File: src/rtl/counter_updown_mod.sv
// Parametrised up/down counter with programmable modulus, optional saturation,
// synchronous clear, clamped parallel load and a sticky overflow flag.
module counter_updown_mod #(
  parameter int WIDTH    = 8,
  parameter int MOD_VAL  = 256,
  parameter bit SATURATE = 1'b0
) (
  input  logic             Clk,
  input  logic             Rst_n,
  input  logic             Clr,
  input  logic             Load,
  input  logic [WIDTH-1:0] In,
  input  logic             E,
  input  logic             D,
  output logic [WIDTH-1:0] Q,
  output logic             Cout,
  output logic             Zero,
  output logic             Ovf
);

  localparam logic [WIDTH-1:0] MAX = WIDTH'(MOD_VAL - 1);
  localparam bit CLAMP_NEEDED = (longint'(MOD_VAL) < (longint'(1) << WIDTH));

  logic [WIDTH-1:0] r_q;
  logic             r_ovf;
  logic [WIDTH-1:0] w_qNext;
  logic             w_ovfNext;
  logic [WIDTH-1:0] w_loadVal;
  logic             w_atMax;
  logic             w_atZero;

  assign w_atMax  = (r_q == MAX);
  assign w_atZero = (r_q == '0);

  // A full-range modulus cannot see an out-of-range load, so no comparator is built.
  generate
    if (CLAMP_NEEDED) begin : g_clamp
      assign w_loadVal = (In > MAX) ? MAX : In;
    end else begin : g_noClamp
      assign w_loadVal = In;
    end
  endgenerate

  always_comb begin
    w_qNext   = r_q;
    w_ovfNext = r_ovf;
    if (Clr) begin
      w_qNext   = '0;
      w_ovfNext = 1'b0;
    end else if (Load) begin
      w_qNext = w_loadVal;
    end else if (E) begin
      if (D) begin
        if (w_atMax) begin
          w_qNext   = SATURATE ? MAX : '0;
          w_ovfNext = 1'b1;
        end else begin
          w_qNext = r_q + WIDTH'(1);
        end
      end else begin
        if (w_atZero) begin
          w_qNext   = SATURATE ? '0 : MAX;
          w_ovfNext = 1'b1;
        end else begin
          w_qNext = r_q - WIDTH'(1);
        end
      end
    end
  end

  always_ff @(posedge Clk or negedge Rst_n) begin
    if (!Rst_n) begin
      r_q   <= '0;
      r_ovf <= 1'b0;
    end else begin
      r_q   <= w_qNext;
      r_ovf <= w_ovfNext;
    end
  end

  // Carry-out stays combinational so cascaded stages ripple within one cycle.
  assign Cout = E & ~Load & ~Clr & ((D & w_atMax) | (~D & w_atZero));
  assign Zero = w_atZero;
  assign Q    = r_q;
  assign Ovf  = r_ovf;

endmodule

File: config.mk
export PLATFORM = sky130hd
export DESIGN_NAME = counter_updown_mod
export DESIGN_NICKNAME = d
export VERILOG_FILES = /design/src/rtl/counter_updown_mod.sv
export SDC_FILE = /design/constraint.sdc
export NUM_CORES = 1
export LEC_CHECK = 0
export ABC_AREA = 1
export BUFFER_PORTS_ARGS = -buffer_cell sky130_fd_sc_hd__buf_4
export CORE_ASPECT_RATIO = 1.25
export CORE_MARGIN = 1
export CORE_UTILIZATION = 52
export DETAILED_ROUTE_END_ITERATION = 16
export GPL_ROUTABILITY_DRIVEN = 0
export PLACE_DENSITY = 0.9
export RECOVER_POWER = 25
export SETUP_SLACK_MARGIN = 0.05
export SKIP_CTS_REPAIR_TIMING = 1
export SYNTH_ARGS = -nofsm -noshare
export SYNTH_HDL_FRONTEND = slang
export SYNTH_SLANG_ARGS = --single-unit
File: constraint.sdc
create_clock -name Clk -period 2 [get_ports Clk]
set_clock_uncertainty 0.15 [all_clocks]
set_input_delay 0.2 -clock Clk [delete_from_list [all_inputs] [get_ports Clk]]
set_output_delay 0.2 -clock Clk [all_outputs]
set_load 0.01 [all_outputs]
# Word-level counts from Yosys, hierarchy flattened
# Cells that the tools add are included.
# op_classes
add_sub_neg,2
n_eq_ne,3
n_mux,12
bitwise,9
reduce_logical,5
# ops
op,n
2-to-1 mux 8 bit,6
adder 8 x 1 -> 8 bit (second input constant),1
== test 8 bit (second input constant),1
zero test 8 bit,1
subtractor 8 x 1 -> 8 bit (second input constant),1
2-to-1 mux 1 bit,6
nonzero test 3 bit,2
AND 1 bit,5
AND reduction 4 bit,1
inequality test 3 x 1 -> 1 bit (second input constant),1
inverter 1 bit,3
inequality test 2 bit (second input constant),1
nonzero test 2 bit,1
OR 1 bit,1
# totals
reg_bits,9
input_bits,14
output_inout_bits,11
word_cells,33

# Logic depth before layout (Yosys ltp)
# depth
ltp_word,6
mapped_depth,11
ltp_nobuf,11

# Worst setup path before layout
# OpenSTA, ideal clock, no wires.
# synth_timing
path_type,reg-to-output
startpoint,"register r_q[0], in the netlist Q[0]"
endpoint,output port Cout
arrival_time_ps,1338
required_time_ps,1650
setup_slack_ps,312
stages_incl_launch_ff,9
n_path_buf,0
path_cell_list,dfrtp_1 > inv_1 > ha_1 > nand3_1 > nor2_4 > nand2_1 > nand2_1 > nand3_1 > inv_1
# synth_via
elab_chain_cells,4
word_cells_on_any_way,6
classes_between,eq/ne (1); bitwise (4); reduce/logical (1)
# synth_lines
element,line,source
from (decl),24,logic [WIDTH-1:0] r_q;
from (signal assigned),76,r_q <= w_qNext;
zero test 8 bit,33,assign w_atZero = (r_q == '0);
via Zero,17,"output logic Zero,"
AND 1 bit,82,assign Cout = E & ~Load & ~Clr & ((D & w_atMax) | (~D & w_atZero));
OR 1 bit,82,
AND 1 bit,82,
to (decl),16,"output logic Cout,"
# The timed path passes the listed nets, and every way through them passes these cells.

# Worst setup path in the final report
# layout_timing
startpoint,"register r_q[0], in the netlist Q[0]"
endpoint,output port Cout
# layout_via
elab_chain_cells,4
word_cells_on_any_way,6
classes_between,eq/ne (1); bitwise (4); reduce/logical (1)
# layout_lines
element,line
== test 8 bit / zero test 8 bit (equally long branches),"32, 33"
AND 1 bit,82
OR 1 bit (*),82
AND 1 bit (*),82
# Every way passes the cells marked *; elsewhere a longest branch is shown, timed or not.

==> results_dict.tcl <==
set metrics [dict create \
    status "finished clean" \
    drc 0 \
    die-area_um2 2010 \
    worst-path-max-fanout 4 \
    whs_ns 0.0574 \
    hp-class "input pin to register" \
    combPwrFrac_pct 41.9 \
    avgSynthCellArea_um2 5.83 \
    p_seq_share_pct 35.3 \
    viasPerCell 5.57 \
    critPathKind "register to primary output" \
    maxCapViolCount 0 \
    start_util_pct 58.2 \
    grt_max_degree 13 \
    ios 25 \
    worst_slew_pin_slew_ns 0.508 \
    overflow 0 \
    fmax_ghz 0.527 \
    slew_headroom_pct 66.1 \
    post-route-cell-area_um2 1240 \
    cp.required_ns 1.65 \
    clk_pin_slew_ns 0.06 \
    clkPwrFrac_pct 22.8 \
    drt_pass1_iterations 4 \
    synth_nets 181 \
    yosys_warnings 0 \
    cp-end-kind "primary output" \
    ys_seq_area_share_pct 23.6 \
    swShare_pct 39.8 \
    die_h_um 49.9 \
    crit_arrival_ns 1.55 \
    wl_per_cell_um 13.7 \
    layout_worst_path_cycle_share_pct 94.9 \
    drtIter0Drc 67 \
    row_count 16 \
    power.switching_mw 0.260 \
    antenna_left 0 \
    vias 1175 \
    setup_viol 0 \
    cts_root_buf "clkbuf_4" \
    rsz0062_at_grt "false" \
    cts_tree "yes" \
    p_int_mw 0.392 \
    grt_usage_pct 29.6 \
    final_common_cell "nand2_1" \
    place_hpwl_um 1960 \
    drt_wl_total_um 2890 \
    syn_area_um2 956 \
    cts_buffers 3 \
    hold_viol 0 \
    grt_pass1_vias 1033 \
    min_period_ns 1.90 \
    dieWidth_um 40.4 \
    cts_buffer_depth 2 \
    drive_gt1_share_pct 29.5 \
    nNetsFinal 211 \
    p_leak_nw 0.651 \
    clk_latency_ns 0.27 \
    htreeDepth 1 \
    synth_cell_type_count 20 \
    layout_common_cells "nand2_1, buf_4, inv_1, nand3_1, a21oi_1" \
    grt_pass1_wl_um 4220 \
    slew_violations 0 \
    power.density_nw_per_um2 525 \
    syn2layout_area_growth_pct 29.7 \
    utilization_pct 75.5 \
    peakVddDrop_uv 616 \
    syn_inst 164 \
    grt_antenna_before_repair 0 \
    ys_ff_latch 9 \
    numPortBuffers 24 \
    start_kind "register" \
    diodes 0 \
    fp.coreArea_um2 1640 \
    place_area_um2 1130 \
    cts.sinks 9 \
]
## worst paths after layout
| check | cells past startpoint | startpoint | slack [ns] | end |
|---|---|---|---|---|
| setup / recovery | 9 | Q[0]$_DFFE_PN0P_ | 0.10 | Cout |
| hold / removal | 2 | Clr | 0.06 | Q[1]$_DFFE_PN0P_ |
| setup reg to reg | 9 | Q[0]$_DFFE_PN0P_ | 0.27 | Q[2]$_DFFE_PN0P_ |
| min in group asynchronous | 2 | Rst_n | 0.26 | Ovf$_DFFE_PN0P_ |
| hold reg to reg | 2 | Ovf$_DFFE_PN0P_ | 0.33 | Ovf$_DFFE_PN0P_ |
| max in group asynchronous | 2 | Rst_n | 1.07 | Q[3]$_DFFE_PN0P_ |
## critical path, cell delays in order, from the launching register on
cell	delay (ns)
dfrtp_2	0.44
inv_2	0.08
ha_2	0.17
nand3_2	0.10
nor2_4	0.11
nand2_2	0.07
nand2_2	0.07
nand3_2	0.06
inv_1	0.06
buf_4	0.11
## power by group through the flow
stage	sequential, mW	combinational [mW]	clock [mW]
after floorplan	0.220	0.167	0
after global placement	0.227	0.233	0
after detailed placement	0.229	0.240	0
after CTS	0.225	0.242	0.147
after global routing	0.232	0.301	0.158
final	0.230	0.273	0.149
## logic make-up (layout without fill, tap and decap cells)
group           Yosys count  in the layout  synth area share (%)
compound gates           19             19                  10.3
simple gates            106            106                  49.7
xor+xnor                  1              1                 0.916
fa+ha+maj                 3              3                  3.93
flops                     9              9                  23.6
buf+inv                  26             55                  11.5
## sequential cells by signal (all words and copies together), names as in the netlist
register  flops
Ovf           1
Q             8
## final cells by class
type / instances / area (µm²)
Timing Repair Buffer: 31 / 231
Inverter: 20 / 75.1
Clock buffer: 4 / 26.3
Fill cell: 133 / 402
Multi-Input combinational cell: 129 / 653
Tap cell: 18 / 22.5
Sequential cell: 9 / 231
## metal layers
metal	share of wire, %	wire length [µm]	global-route usage (%)	up-vias
met5	0	0	0	-
met4	2.8	82	15.0	0
met3	4.3	125	0.901	11
met2	53	1550	51.1	51
met1	39	1140	34.6	543
li1	-	-	-	570
## per-stage QoR
stage / cells / power (mW) / TNS [ns] / worst slack (ns)
floorplan: 164 / 0.387 / 0 / 0.312
global placement: 201 / 0.459 / 0 / 0.271
detailed placement: 201 / 0.469 / 0 / 0.181
CTS: 205 / 0.614 / -0.108 / -0.108
global route: 211 / 0.691 / 0 / 0.0329
finish: 211 / 0.651 / 0 / 0.101
## Yosys cell counts (all sizes together)
master	n	share of area [%]
nand3	18	9.4
o32ai	1	0.92
nor3	1	1.0
inv	20	7.9
buf	6	3.7
a21oi	9	4.7
nand2	70	28
nand4	1	0.65
dfrtp	9	24
nor2	16	11
o21ai	9	4.7
xnor2	1	0.92
ha	3	3.9
(Power assumes the default switching activity.)
